**src/rtl/core_pkg.sv**
```systemverilog
// Shared core definitions used by the register-hazard scoreboard.
// Register address width, register count, scoreboard counter type and a
// small helper that decides whether an operand names a trackable register.
package core_pkg;

  localparam int REG_ADDR_W      = 5;
  localparam int NUM_REGS        = 32;
  localparam int SB_MAX_INFLIGHT = 3;
  localparam int SB_CNT_W        = $clog2(SB_MAX_INFLIGHT + 1);

  typedef logic [REG_ADDR_W-1:0] reg_addr_t;
  typedef logic [SB_CNT_W-1:0]   sb_cnt_t;

  // x0 is hard-wired to zero, so it never carries a dependency.
  function automatic logic reg_tracked(input logic use_b, input reg_addr_t addr);
    return use_b && (addr != {REG_ADDR_W{1'b0}});
  endfunction

endpackage

```
**src/rtl/hazard_scoreboard_sb_entry.sv**
```systemverilog
// sb_entry: per-register saturating up/down counter of pending writes.
// inc and dec together leave the count unchanged; clr wins over both.
// underflow_o flags a dec while the count is already zero.
module sb_entry #(
  parameter int MAX_INFLIGHT = 3,
  parameter int CNT_W        = 2
) (
  input  logic             clk,
  input  logic             resetn_i,
  input  logic             inc,
  input  logic             dec,
  input  logic             clr,
  output logic [CNT_W-1:0] cnt_o,
  output logic             underflow_o
);

  logic [CNT_W-1:0] cnt_r;
  logic [CNT_W-1:0] cnt_nxt_s;
  logic             at_max_s;
  logic             at_zero_s;

  assign at_max_s    = (cnt_r == CNT_W'(MAX_INFLIGHT));
  assign at_zero_s   = (cnt_r == {CNT_W{1'b0}});
  assign underflow_o = dec && at_zero_s;
  assign cnt_o       = cnt_r;

  // Next count: clear, saturating increment, guarded decrement, or hold.
  always_comb begin
    cnt_nxt_s = cnt_r;
    if (clr) begin
      cnt_nxt_s = {CNT_W{1'b0}};
    end else if (inc && !dec) begin
      if (at_max_s) begin
        cnt_nxt_s = cnt_r;
      end else begin
        cnt_nxt_s = cnt_r + CNT_W'(1);
      end
    end else if (dec && !inc) begin
      if (at_zero_s) begin
        cnt_nxt_s = cnt_r;
      end else begin
        cnt_nxt_s = cnt_r - CNT_W'(1);
      end
    end else begin
      cnt_nxt_s = cnt_r;
    end
  end

  // Count register with asynchronous clear.
  always_ff @(posedge clk or negedge resetn_i) begin
    if (!resetn_i) begin
      cnt_r <= {CNT_W{1'b0}};
    end else begin
      cnt_r <= cnt_nxt_s;
    end
  end

endmodule

```
**src/rtl/hazard_scoreboard.sv**
```systemverilog
// hazard_scoreboard: tracks in-flight register writes between the ID->EX
// handoff and the WB register-file write, and stalls ID on RAW hazards or
// when another write to a destination would overflow its counter.
// Optional build macro HAZARD_WB_BYPASS_EN: lets a RAW hazard clear in the
// WB cycle itself when that WB write retires the last pending write
// (the register file writes through).
module hazard_scoreboard
  import core_pkg::*;
#(
  parameter int BITSIZE      = 32,
  parameter int MAX_INFLIGHT = 3
) (
  input  logic               clk,
  input  logic               resetn_i,
  input  logic               ID_chk_valid_i,
  input  logic [4:0]         ID_chk_rs1_i,
  input  logic               ID_chk_rs1_use_i,
  input  logic [4:0]         ID_chk_rs2_i,
  input  logic               ID_chk_rs2_use_i,
  input  logic [4:0]         ID_chk_rd_i,
  input  logic               ID_chk_rd_use_i,
  input  logic               ID_issue_i,
  input  logic               WB_retire_i,
  input  logic [4:0]         WB_retire_rd_i,
  input  logic               flush_i,
  output logic               stall_o,
  output logic [31:0]        busy_o,
  output logic               err_o,
  output logic [BITSIZE-1:0] stall_cnt_o
);

  localparam int CNT_W = $clog2(MAX_INFLIGHT + 1);

  logic [CNT_W-1:0]   cnt_s [NUM_REGS];
  logic [NUM_REGS-1:0] inc_s;
  logic [NUM_REGS-1:0] dec_s;
  logic [NUM_REGS-1:0] uf_s;
  logic [NUM_REGS-1:0] busy_s;
  logic               issue_wr_s;
  logic               retire_wr_s;
  logic               raw1_s;
  logic               raw2_s;
  logic               ovf_s;
  logic               byp1_s;
  logic               byp2_s;
  logic               stall_s;
  logic               err_r;
  logic [BITSIZE-1:0] stall_cnt_r;

  assign issue_wr_s  = ID_issue_i && reg_tracked(ID_chk_rd_use_i, ID_chk_rd_i);
  assign retire_wr_s = reg_tracked(WB_retire_i, WB_retire_rd_i);

  // x0 has no counter; it reads as permanently idle.
  assign cnt_s[0]  = {CNT_W{1'b0}};
  assign uf_s[0]   = 1'b0;
  assign inc_s[0]  = 1'b0;
  assign dec_s[0]  = 1'b0;
  assign busy_s[0] = 1'b0;

  genvar r;
  generate
    for (r = 1; r < NUM_REGS; r++) begin : g_entry
      assign inc_s[r]  = issue_wr_s  && (ID_chk_rd_i    == reg_addr_t'(r));
      assign dec_s[r]  = retire_wr_s && (WB_retire_rd_i == reg_addr_t'(r));
      assign busy_s[r] = (cnt_s[r] != {CNT_W{1'b0}});

      sb_entry #(
        .MAX_INFLIGHT (MAX_INFLIGHT),
        .CNT_W        (CNT_W)
      ) u_entry (
        .clk         (clk),
        .resetn_i    (resetn_i),
        .inc         (inc_s[r]),
        .dec         (dec_s[r]),
        .clr         (flush_i),
        .cnt_o       (cnt_s[r]),
        .underflow_o (uf_s[r])
      );
    end
  endgenerate

`ifdef HAZARD_WB_BYPASS_EN
  assign byp1_s = WB_retire_i && (WB_retire_rd_i == ID_chk_rs1_i) &&
                  (cnt_s[ID_chk_rs1_i] == CNT_W'(1));
  assign byp2_s = WB_retire_i && (WB_retire_rd_i == ID_chk_rs2_i) &&
                  (cnt_s[ID_chk_rs2_i] == CNT_W'(1));
`else
  assign byp1_s = 1'b0;
  assign byp2_s = 1'b0;
`endif

  assign raw1_s = reg_tracked(ID_chk_rs1_use_i, ID_chk_rs1_i) &&
                  (cnt_s[ID_chk_rs1_i] != {CNT_W{1'b0}}) && !byp1_s;
  assign raw2_s = reg_tracked(ID_chk_rs2_use_i, ID_chk_rs2_i) &&
                  (cnt_s[ID_chk_rs2_i] != {CNT_W{1'b0}}) && !byp2_s;
  assign ovf_s  = reg_tracked(ID_chk_rd_use_i, ID_chk_rd_i) &&
                  (cnt_s[ID_chk_rd_i] == CNT_W'(MAX_INFLIGHT));

  assign stall_s     = ID_chk_valid_i && (raw1_s || raw2_s || ovf_s);
  assign stall_o     = stall_s;
  assign busy_o      = busy_s;
  assign err_o       = err_r;
  assign stall_cnt_o = stall_cnt_r;

  // Sticky error on any retire that finds no pending write; only reset clears it.
  always_ff @(posedge clk or negedge resetn_i) begin
    if (!resetn_i) begin
      err_r <= 1'b0;
    end else if (|uf_s) begin
      err_r <= 1'b1;
    end else begin
      err_r <= err_r;
    end
  end

  // Stall-cycle performance counter, wraps naturally; flush does not touch it.
  always_ff @(posedge clk or negedge resetn_i) begin
    if (!resetn_i) begin
      stall_cnt_r <= {BITSIZE{1'b0}};
    end else if (stall_s) begin
      stall_cnt_r <= stall_cnt_r + BITSIZE'(1);
    end else begin
      stall_cnt_r <= stall_cnt_r;
    end
  end

endmodule

```
**config.mk**
```make
export PLATFORM = sky130hd
export DESIGN_NAME = hazard_scoreboard
export DESIGN_NICKNAME = d
export VERILOG_FILES = /design/src/rtl/core_pkg.sv /design/src/rtl/hazard_scoreboard_sb_entry.sv /design/src/rtl/hazard_scoreboard.sv
export SDC_FILE = /design/constraint.sdc
export NUM_CORES = 1
export LEC_CHECK = 0
export CORE_ASPECT_RATIO = 0.9
export CORE_MARGIN = 2
export CORE_UTILIZATION = 47
export CTS_BUF_LIST = sky130_fd_sc_hd__clkbuf_8 sky130_fd_sc_hd__clkbuf_16
export CTS_CLUSTER_SIZE = 8
export DETAILED_ROUTE_END_ITERATION = 8
export MAX_ROUTING_LAYER = met4
export PLACE_DENSITY = 0.8
export SYNTH_ARGS = -nofsm -noshare
export SYNTH_HDL_FRONTEND = slang
export SYNTH_SLANG_ARGS = --single-unit
```
**constraint.sdc**
```tcl
create_clock -name clk -period 8 [get_ports clk]
set_input_delay 2.4 -clock clk [delete_from_list [all_inputs] [get_ports clk]]
set_output_delay 2.4 -clock clk [all_outputs]
set_load 0.005 [all_outputs]
```
==> impl_metrics.env, run 1 <==
export IMPL_start_util_pct=48.4
export IMPL_drc_errors=0
export IMPL_critPathArrivalTime_ns=5.22
export IMPL_htreeDepth=3
export IMPL_drive_above_1_share_pct=7.65
export IMPL_crit_type="in -> out"
export IMPL_crit_path_max_incr_delay_ns=0.73
export IMPL_drt_iter0_markers=998
export IMPL_hold_viol=0
export IMPL_ant_nets=0
export IMPL_syn_avg_cell_area_um2=7.63
export IMPL_synth_most_common_cell="nand2_1"
export IMPL_cts_resized=0
export IMPL_ctsHoldBuffers=0
export IMPL_n_fill_cell=1282
export IMPL_vias_per_cell=6.02
export IMPL_ys_warn_count=0
export IMPL_max_vdd_ir_drop_v=0.000113
export IMPL_routed_wl_mm=21.4
export IMPL_synth_top_flop_cell="dfrtp_1"
export IMPL_clkLatencyLatePin_ns=0.36
export IMPL_grt_pass1_wl_mm=33.8
export IMPL_timing_final_ws_setup_ns=0.378
export IMPL_drt_pass1_iterations=6
export IMPL_fin_crit_sh_pct=95.3
export IMPL_leakagePower_nw=3.53
export IMPL_coreArea_um2=14100
export IMPL_yosysUniqueCellTypes=67
export IMPL_clk_path_buf_depth=2
export IMPL_hold_ws_ns=0.468
export IMPL_synthCells=895
export IMPL_wl_per_cell_um=18.2
export IMPL_cp_cell_sequence="clkdlybuf4s50_1, mux4_2, and3_1, o22ai_1, o311ai_1, and4_1, or2b_2, inv_1, clkdlybuf4s50_1"
export IMPL_dieArea_um2=15500
export IMPL_setup_viol=0
export IMPL_post_cts_setup_buffer_count=0
export IMPL_slew_headroom_pct=33.3
export IMPL_antenna_cells=0
export IMPL_synth_area_um2=6830
export IMPL_cts_tree="done"
export IMPL_hold_path_class="reg -> reg"
export IMPL_clk_pin_slew_ns=0.07
export IMPL_regArea_um2=2380
export IMPL_clock_sinks=95
export IMPL_rows=41
export IMPL_grt_max_degree=69
export IMPL_period_minus_slack_ns=7.62
export IMPL_ys_top_cells_by_count="nand2_1, nor2_1, a21oi_1"
export IMPL_synth_edf_count=0
export IMPL_finalClockSkew_ns=0.0145
export IMPL_grt_pass1_vias=6358
export IMPL_rsz0062_at_grt="no"
export IMPL_ys_async_sr_fraction_pct=100
export IMPL_start_kind="primary input"
export IMPL_die_width_um=131
export IMPL_grt_overflow=0
export IMPL_dp_hpwl_mm=15.8
export IMPL_seq_area_frac_synth_pct=34.8
export IMPL_synthTopCellsByArea="dfrtp_1, a21oi_1, nand2_1"
export IMPL_synth_top_cell_by_area="dfrtp_1"
export IMPL_cts_buffers=9
export IMPL_postSynthNetCount=925
export IMPL_antenna_found_initial=0
export IMPL_worstPathRequired_ns=5.60
export IMPL_worst_pin_slew_ns=0.987
export IMPL_post_place_ws_ns=0.361
export IMPL_fmax_ghz=0.131
export IMPL_totalNegativeSetupSlack_ns=0
export IMPL_die_h_um=118
export IMPL_nNetsFinal=1006
export IMPL_slowest_stage="clkdlybuf4s50_1"
export IMPL_powerDensity_nw_per_um2=139
export IMPL_endpoint_kind="primary output"
export IMPL_maxCapViolations=0
export IMPL_cts_root_buf="clkbuf_16"
export IMPL_gp_congestion=1.03
export IMPL_grtUsageTotal_pct=28.9
export IMPL_portBuffers=93
export IMPL_status="completed"
export IMPL_crit_fanout=10
export IMPL_ios=95
export IMPL_multi_input_area_um2=4190
export IMPL_r2r_slack_ns=4.94
export IMPL_ys_ff_latch=95
export IMPL_syn_to_final_growth_pct=20.9
export IMPL_synth_top_area_share_pct=34.8
export IMPL_vias=7067
export IMPL_drv_slew=0
export IMPL_crit_top_cell="clkdlybuf4s50_1"
==> cells in the final DEF (no fill, tap or decap), drive strengths merged, types with 4 or more instances in the layout <==
cell	n
nand2	131
nor2	131
a21oi	113
dfrtp	95
clkdlybuf4s50	91
o21ai	43
nor3	30
xor2	30
nand3	26
inv	25
or2	20
nand2b	19
nand3b	19
buf	16
and2	15
a31oi	12
nor2b	12
nor4	11
clkbuf	11
mux4	10
nand4	10
a21o	10
o211ai	9
and3	9
a211oi	7
nor3b	7
mux2	6
a221oi	5
o22ai	5
o2111ai	4
and4	4
or4	4
==> stage by stage <==
step                instances  util, %  area (um2)  total power, mW
global route             1174     58.5        8260             1.20
detailed placement       1158     56.3        7940            0.693
CTS                      1174     58.5        8260             1.16
finish                   1174     58.5        8260             1.15
global placement         1158     56.3        7940            0.690
floorplan                 895        -        6830            0.607
==> metal layers <==
layer,part of all wire [%],routed length (um),GRT usage (%),up-vias
li1,-,-,-,3349
met1,42,9060,40.1,3280
met2,44,9370,40.6,379
met3,11,2460,8.60,59
met4,2.5,539,8.84,0
met5,0,0,-,-
==> logic make-up (layout without fill, tap and decap cells) <==
family                     after synthesis  after routing  synth area share (%)
and+or+nand+nor                        458            458                  32.7
AOI/OAI and AO/OA                      231            231                  19.9
DFF                                     95             95                  34.8
buffers and inverters                   61            147                  3.90
xor gates and xnor gates                31             31                  3.98
muxes                                   17             17                  4.44
adders and majority gates                1              1                 0.183
other                                    1              1                0.0549
==> worst paths after layout <==
path,start,end,cells after the start
max,ID_chk_rs2_i[1],stall_o,9
min,stall_cnt_o[31],stall_cnt_o[31],1
max reg2reg,g_entry[19].u_entry.cnt_o[0],stall_cnt_o[18],9
min reg2reg,stall_cnt_o[31],stall_cnt_o[31],1
max in group asynchronous,resetn_i,stall_cnt_o[18],2
min in group asynchronous,resetn_i,g_entry[7].u_entry.cnt_o[1],1
==> sequential cells by signal (all words and copies together) (netlist names) <==
signal	cells
stall_cnt_o	32
g_entry.u_entry.cnt_o	62
err_o	1
==> worst max-delay path, delay by kind of cell <==
family	cells	cell delay, ns
buf+inv	3	1.28
compound gates	2	0.23
mux	1	0.57
simple gates	3	0.73
==> where the power goes <==
part | switching, mW | internal [mW]
combinational | 0.0930 | 0.0738
clock | 0.203 | 0.262
sequential | 0.0240 | 0.494
==> area by class of cell <==
type	count	area share, %
multi-input cells	739	50.7
flip-flops and latches	95	28.8
repair buffers	107	12.6
clock buffers	11	3.06
well taps	193	2.92
inverters	24	1.09
clock inverters	5	0.788
No activity file was read; power rests on OpenSTA's default activity.
==> inputs of run 2 (changes only) <==
--- a/config.mk
+++ b/config.mk
@@ -6,7 +6,7 @@
 export NUM_CORES = 1
 export LEC_CHECK = 0
 export CORE_ASPECT_RATIO = 0.9
-export CORE_MARGIN = 2
+export CORE_MARGIN = 1.5
 export CORE_UTILIZATION = 47
 export CTS_BUF_LIST = sky130_fd_sc_hd__clkbuf_8 sky130_fd_sc_hd__clkbuf_16
 export CTS_CLUSTER_SIZE = 8
==> impl_metrics.env, run 2 (same netlist as run 1, synthesis figures left out) <==
export IMPL_status="completed"
export IMPL_ant_nets=0
export IMPL_route_met3_wl_mm=2.24
export IMPL_die_h_um=117
export IMPL_drt_pass1_iterations=6
export IMPL_grtUsageTotal_pct=29.1
export IMPL_clk_pin_slew_ns=0.07
export IMPL_cts_resized=0
export IMPL_critical_path_cell_count=9
export IMPL_cts_tree="done"
export IMPL_nNetsFinal=1004
export IMPL_vias=7191
export IMPL_drt_met1_wl_mm=8.85
export IMPL_hold_path_class="reg -> reg"
export IMPL_mostFrequentLayoutCell="nand2_1"
export IMPL_slew_headroom_pct=17.4
export IMPL_maxCapViolations=0
export IMPL_antenna_found_initial=0
export IMPL_seq_power_share_pct=45.8
export IMPL_dieArea_um2=15300
export IMPL_clkLatencyLatePin_ns=0.36
export IMPL_setup_viol=0
export IMPL_grt_overflow=0
export IMPL_crit_fanout=10
export IMPL_rsz0062_at_grt="no"
export IMPL_rr_worst_depth=9
export IMPL_endpoint_kind="primary output"
export IMPL_drc_errors=0
export IMPL_slowest_stage="clkdlybuf4s50_1"
export IMPL_hold_end="stall_cnt_o[31]"
export IMPL_power_frac_clock_pct=39.6
export IMPL_cp_cell_sequence="clkdlybuf4s50_1, mux2_2, a221oi_1, a311oi_1, a221oi_1, and4_1, or2b_2, inv_1, clkdlybuf4s50_1"
export IMPL_ctsHoldBuffers=0
export IMPL_leakagePower_nw=3.51
export IMPL_stdcell_area_um2=8210
export IMPL_largest_register_ffs=62
export IMPL_clk_path_buf_depth=2
export IMPL_powerDensity_nw_per_um2=138
export IMPL_grt_pass1_vias=6362
export IMPL_start_kind="primary input"
export IMPL_crit_family="buffers and inverters"
export IMPL_drive_above_1_share_pct=7.15
export IMPL_crit_buf_inv=3
export IMPL_antenna_cells=0
export IMPL_switching_share_pct=28.4
export IMPL_place_area_um2=7920
export IMPL_finalClockSkew_ns=0.0228
export IMPL_finish_utilization_pct=58.2
export IMPL_period_minus_slack_ns=7.61
export IMPL_n_fill_cell=1309
export IMPL_max_vdd_ir_drop_v=0.000107
export IMPL_hold_viol=0
export IMPL_rows=41
export IMPL_rr_startpoint="g_entry[19].u_entry.cnt_o[0]"
export IMPL_worstPathRequired_ns=5.60
export IMPL_wl_per_cell_um=18.0
export IMPL_top_layer="met4"
export IMPL_timing_final_ws_setup_ns=0.392
export IMPL_worst_pin_slew_ns=1.24
export IMPL_final_cell_mix="nand2_1, nor2_1, a21oi_1"
export IMPL_totalNegativeSetupSlack_ns=0
export IMPL_fin_crit_sh_pct=95.1
export IMPL_start_util_pct=48.4
export IMPL_cts_buffers=9
export IMPL_die_width_um=130
export IMPL_wl_met2_mm=9.41
export IMPL_gp_congestion=0.992
export IMPL_grt_pass1_wl_mm=33.6
export IMPL_cts_root_buf="clkbuf_16"
export IMPL_crit_path_max_incr_delay_ns=0.73
export IMPL_drv_slew=0
export IMPL_syn_to_final_growth_pct=20.3
export IMPL_internal_power_uw=810
export IMPL_hp_start="stall_cnt_o[31]"
export IMPL_htreeDepth=3
export IMPL_post_cts_setup_buffer_count=0
export IMPL_vias_per_cell=6.14
export IMPL_critPathArrivalTime_ns=5.21
export IMPL_portBuffers=93
export IMPL_routed_wl_mm=21.1
export IMPL_combPwrFrac_pct=14.6
export IMPL_post_place_ws_ns=0.399
export IMPL_drt_iter0_markers=854
export IMPL_grt_max_degree=63
export IMPL_fmax_ghz=0.131
export IMPL_dp_hpwl_mm=15.6
export IMPL_critPathLaunch="ID_chk_rs1_i[2]"
export IMPL_whs_path_depth=1
export IMPL_crit_type="in -> out"
export IMPL_clock_sinks=95
export IMPL_reg2reg_to="stall_cnt_o[13]"
export IMPL_p_switching_uw=321
export IMPL_hold_ws_ns=0.471
export IMPL_coreArea_um2=14100
export IMPL_r2r_slack_ns=4.95
export IMPL_ios=95
run 2: changes by cell type in the layout (fill, tap and decap cells not counted):
cell        change
clkinv_4        -2
nor4bb_1        +1
inv_6           +1
inv_1           +2
clkbuf_8        -2
nor4bb_2        -1
buf_4           -2
clkinvlp_4      +1
run 2: per-layer routing:
metal,track usage (%),vias to the layer above
li1,-,3348
met1,41.2,3411
met2,41.4,369
met3,6.52,63
met4,8.61,0
met5,-,-
run 2: how the worst max path moves through the flow:
stage	endpoint
finish	stall_o
CTS	stall_o
global placement	stall_o
detailed placement	stall_o
floorplan	stall_o
global route	stall_o
run 2: layout make-up:
class,count,area (um2),area share (%)
clock buffers,9,225,2.74
clock inverters,7,71.3,0.868
inverters,24,90.1,1.10
multi-input cells,739,4180,50.9
repair buffers,105,1030,12.5
flip-flops and latches,95,2380,28.9
well taps,193,241,2.94
run 2: through the flow:
stage | total power [mW] | instances
after CTS | 1.13 | 1172
after detailed placement | 0.690 | 1156
after global routing | 1.17 | 1172
after global placement | 0.688 | 1156
after floorplan | 0.607 | 895
final | 1.13 | 1172
run 2: power groups by stage:
stage / combinational, mW / sequential (mW) / clock, mW
final: 0.165 / 0.518 / 0.448
after CTS: 0.163 / 0.518 / 0.453
after floorplan: 0.0843 / 0.523 / 0
after global placement: 0.161 / 0.527 / 0
after global routing: 0.178 / 0.522 / 0.471
after detailed placement: 0.163 / 0.527 / 0
run 2: worst reg2reg max path: cells and delay by family (launching register included):
family,cells,cell delay [ns]
buffers and inverters,2,0.48
muxes,2,0.74
xor gates and xnor gates,1,0.16
DFF,1,0.45
AOI/OAI and AO/OA,1,0.24
and+or+nand+nor,3,0.84
==> inputs of run 3 (changes only) <==
--- a/config.mk
+++ b/config.mk
@@ -6,7 +6,7 @@
 export NUM_CORES = 1
 export LEC_CHECK = 0
 export CORE_ASPECT_RATIO = 0.9
-export CORE_MARGIN = 1.5
+export CORE_MARGIN = 4
 export CORE_UTILIZATION = 47
 export CTS_BUF_LIST = sky130_fd_sc_hd__clkbuf_8 sky130_fd_sc_hd__clkbuf_16
 export CTS_CLUSTER_SIZE = 8
==> impl_metrics.env, run 3 (same netlist as run 1, synthesis figures left out) <==
export IMPL_crit_type="in -> out"
export IMPL_ctsHoldBuffers=0
export IMPL_p_switching_uw=321
export IMPL_post_cts_setup_buffer_count=0
export IMPL_clock_sinks=95
export IMPL_grt_busiest_layer="met2"
export IMPL_final_cell_mix="nand2_1, nor2_1, a21oi_1"
export IMPL_combPwrFrac_pct=14.6
export IMPL_syn_to_final_growth_pct=20.6
export IMPL_setup_viol=0
export IMPL_dieArea_um2=16500
export IMPL_cts_root_buf="clkbuf_16"
export IMPL_ant_nets=0
export IMPL_endpoint_kind="primary output"
export IMPL_grt_max_degree=63
export IMPL_cts_tree="done"
export IMPL_coreArea_um2=14100
export IMPL_antenna_found_initial=0
export IMPL_clk_path_buf_depth=2
export IMPL_cts_resized=0
export IMPL_grtUsageTotal_pct=26.6
export IMPL_power_mw=1.14
export IMPL_die_h_um=122
export IMPL_largest_register_ffs=62
export IMPL_start_util_pct=48.4
export IMPL_drive_above_1_share_pct=7.45
export IMPL_totalNegativeSetupSlack_ns=0
export IMPL_crit_fanout=10
export IMPL_drt_iter0_markers=889
export IMPL_htreeDepth=3
export IMPL_rows=41
export IMPL_fin_crit_sh_pct=95.5
export IMPL_maxCapViolations=0
export IMPL_fmax_ghz=0.131
export IMPL_switching_share_pct=28.2
export IMPL_dp_hpwl_mm=16.0
export IMPL_grt_use_met3_pct=5.70
export IMPL_routed_wl_mm=21.4
export IMPL_power_frac_clock_pct=39.7
export IMPL_slowest_stage="clkdlybuf4s50_1"
export IMPL_mostFrequentLayoutCell="nand2_1"
export IMPL_vias=7144
export IMPL_portBuffers=93
export IMPL_worstPathRequired_ns=5.60
export IMPL_status="completed"
export IMPL_gp_congestion=1.00
export IMPL_antenna_cells=0
export IMPL_grt_overflow=0
export IMPL_critPathArrivalTime_ns=5.24
export IMPL_slew_headroom_pct=21.3
export IMPL_nNetsFinal=1006
export IMPL_crit_path_max_incr_delay_ns=0.74
export IMPL_leakagePower_nw=3.52
export IMPL_met2_usage_pct=38.5
export IMPL_n_fill_cell=1283
export IMPL_powerDensity_nw_per_um2=138
export IMPL_vias_per_cell=6.09
export IMPL_crit_top_cell="clkdlybuf4s50_1"
export IMPL_hold_path_class="reg -> reg"
export IMPL_finalClockSkew_ns=0.0101
export IMPL_period_minus_slack_ns=7.64
export IMPL_drc_errors=0
export IMPL_rsz0062_at_grt="no"
export IMPL_cp_cell_sequence="clkdlybuf4s50_1, mux4_2, and3_1, o22ai_1, o311ai_1, and4_1, or2b_2, inv_1, clkdlybuf4s50_1"
export IMPL_worst_pin_slew_ns=1.18
export IMPL_multi_input_area_um2=4180
export IMPL_grt_pass1_wl_mm=33.7
export IMPL_drt_pass1_iterations=8
export IMPL_clkLatencyLatePin_ns=0.36
export IMPL_wl_per_cell_um=18.2
export IMPL_die_width_um=135
export IMPL_regArea_um2=2380
export IMPL_start_kind="primary input"
export IMPL_internal_power_uw=815
export IMPL_cts_buffers=9
export IMPL_drv_slew=0
export IMPL_clk_pin_slew_ns=0.07
export IMPL_grt_pass1_vias=6237
export IMPL_hold_viol=0
export IMPL_ios=95
export IMPL_seq_power_share_pct=45.7
export IMPL_grt_use_met1_pct=37.2
export IMPL_max_vdd_ir_drop_v=0.000138
## run 3: final cells by class
cell class | count | area share (%)
clock buffers | 9 | 2.73
inverters | 24 | 1.09
well taps | 193 | 2.93
clock inverters | 6 | 0.942
multi-input cells | 739 | 50.8
repair buffers | 107 | 12.6
flip-flops and latches | 95 | 28.9
## run 3: through the flow
step                setup slack, ns  utilization [%]  area [um2]  hold WS, ns  cells
finish                        0.356             58.4        8240        0.465   1173
global route                  0.222             58.4        8240        0.527   1173
CTS                           0.366             58.4        8240        0.472   1173
detailed placement            0.359             56.2        7930        0.462   1158
global placement              0.389             56.2        7930        0.459   1158
floorplan                      1.50                -        6830        0.465    895
## run 3: power by group through the flow
stage	registers, mW	clock network (mW)	logic, mW
after global routing	0.522	0.478	0.180
after global placement	0.526	0	0.162
after CTS	0.518	0.462	0.164
final	0.519	0.451	0.166
after floorplan	0.523	0	0.0843
after detailed placement	0.527	0	0.164
## run 3: layer usage
metal  part of all wire (%)  up-vias
li1                       -     3329
met1                     42     3370
met2                     44      387
met3                     11       58
met4                    2.7        0
met5                      0        -
## run 3: worst paths after layout
path                                                     end  slack (ns)                         start  cells past startpoint
worst min register to register               stall_cnt_o[31]        0.46               stall_cnt_o[31]                      1
worst max-delay path                                 stall_o        0.36               ID_chk_rs2_i[1]                      9
max in group asynchronous       g_entry[16].u_entry.cnt_o[1]        4.89                      resetn_i                      2
worst min-delay path                         stall_cnt_o[31]        0.46               stall_cnt_o[31]                      1
worst max register to register               stall_cnt_o[16]        4.88  g_entry[19].u_entry.cnt_o[0]                      9
min in group asynchronous        g_entry[8].u_entry.cnt_o[0]        2.04                      resetn_i                      1
## run 3: critical path: cells and delay by family
family / cells / cell delay, ns
AO/OA/AOI/OAI: 2 / 0.24
buffers and inverters: 3 / 1.29
multiplexers: 1 / 0.56
AND/OR/NAND/NOR: 3 / 0.75
==> variant: new RTL, flow settings as in run 1 <==
Build with the macro `HAZARD_WB_BYPASS_EN` defined.
--- a/src/rtl/hazard_scoreboard.sv
+++ b/src/rtl/hazard_scoreboard.sv
@@ -6,2 +6,4 @@
 // (the register file writes through).
+`define HAZARD_WB_BYPASS_EN
+
 module hazard_scoreboard
Check against the original RTL: not equivalent (Yosys sat finds a counterexample within 4 cycles, from zero or initial values and one cycle with resetn_i low).
==> variant against run 1 <==
Global-route usage grew 0.054 points; highest routed layer unchanged; clock skew shrank 0.00075 ns; first-iteration DRC count shrank 20%; area after synthesis grew 11%; setup slack lost 0.13 ns; count of clock-buffer cells in the layout shrank 2; die area grew 11%; total power grew 7.2%; design area grew 8.8%; sequential cell count is the same; routed wire length grew 10%.
==> variant: results (changes against run 1) <==
| Metric | Value |
|---|---|
| Status | `finished clean (unchanged)` |
| Share of cells above drive strength 1 | `11.8% (was 7.65%)` |
| Final net count | `1,042 (was 1,006)` |
| Mux contribution to synthesized area | `13.8% (was 4.44%)` |
| CP max FO | `12 (was 10)` |
| FF-to-FF End | `stall_cnt_o[19] (was stall_cnt_o[18])` |
| Pin count of the biggest net entering global routing | `67 (was 69)` |
| Clock Skews | `0.0137 ns (was 0.0145 ns)` |
| Worst EP arrival | `5.35 ns (was 5.22 ns)` |
| FF-to-FF Start | `g_entry[20].u_entry.cnt_o[1] (was g_entry[19].u_entry.cnt_o[0])` |
| Initial DRC count | `796 (was 998)` |
| 1st-pass router iterations | `5 (was 6)` |
| # fillers | `1,473 (was 1,282)` |
| Post-DP Area | `0.00868 mm2 (was 0.00794 mm2)` |
| Vias in the first global route | `6,803 (was 6,358)` |
| First-pass GRT wire length | `37.5 mm (was 33.8 mm)` |
| Peak supply drop | `0.124 mV (was 0.113 mV)` |
| Wl on met1 | `10.5 mm (was 9.06 mm)` |
| Top cells by area in the synthesized netlist | `dfrtp_1 31%, mux4_2 8.3%, nand2_1 6.3% (was dfrtp_1 35%, a21oi_1 8.3%, nand2_1 7.2%)` |
| Part of the Yosys area used for sequential elements | `31.4% (was 34.8%)` |
| Post-Synth XOR/XNOR Area | `4.74% (was 3.98%)` |
| Wire per inst | `19.3 um (was 18.2 um)` |
| Gr usage total | `28.9% (about the same)` |
| Hold Startpoint | `stall_cnt_o[4] (was stall_cnt_o[31])` |
| Routed wl met3 | `2.59 mm (was 2.46 mm)` |
| Commonest cells in the synthesized netlist | `127 x nand2_1, 120 x nor2_1, 95 x dfrtp_1 (was 131 x nand2_1, 130 x nor2_1, 113 x a21oi_1)` |
| Worst Hold Path EP | `stall_cnt_o[4] (was stall_cnt_o[31])` |
==> variant: layer usage <==
layer	up-vias	global-route usage (%)
met3	54	7.20
li1	3466	-
met1	3610	42.4
met4	0	7.98
met2	416	39.7
met5	-	-
==> variant: metrics by stage <==
stage               std cells  hold WS (ns)  utilization, %  worst slack [ns]  power, mW
CTS                      1224         0.487            56.3             0.345       1.24
detailed placement       1208         0.473            54.4             0.359      0.785
global placement         1208         0.462            54.4             0.394      0.780
finish                   1224         0.483            56.3             0.251       1.23
floorplan                 932         0.465               -              1.29      0.662
global route             1224         0.519            56.3             0.118       1.28
==> variant: worst max-delay path by stage <==
stage	endpoint	cells after the start	startpoint	slack [ns]
2_1_floorplan	stall_o	9	ID_chk_rs1_i[0]	1.29
3_3_place_gp	stall_o	10	ID_chk_rs1_i[0]	0.39
3_5_place_dp	stall_o	9	ID_chk_rd_i[0]	0.36
4_1_cts	stall_o	9	ID_chk_rd_i[0]	0.35
5_1_grt	stall_o	10	ID_chk_rd_i[1]	0.12
6_report	stall_o	10	ID_chk_rd_i[0]	0.25
==> variant: critical path: stages <==
cell,delay [ns]
clkdlybuf4s50_1,0.74
buf_4,0.32
nor2b_1,0.27
a221oi_1,0.13
nor4b_1,0.38
o211ai_1,0.22
o21ai_1,0.19
o31ai_4,0.12
inv_1,0.07
clkdlybuf4s50_1,0.49
==> variant: cell type report <==
class | count | share of cell area [%]
multi-input cells | 775 | 54.5
flip-flops and latches | 95 | 26.5
repair buffers | 114 | 12.0
well taps | 207 | 2.88
clock buffers | 9 | 2.51
clock inverters | 7 | 0.850
inverters | 17 | 0.710
==> variant: where the power goes <==
part	leakage [nW]	internal (mW)	switching (mW)
sequential	1.27	0.509	0.0395
clock	0.154	0.247	0.209
combinational	2.24	0.115	0.114
total	3.67	0.871	0.362
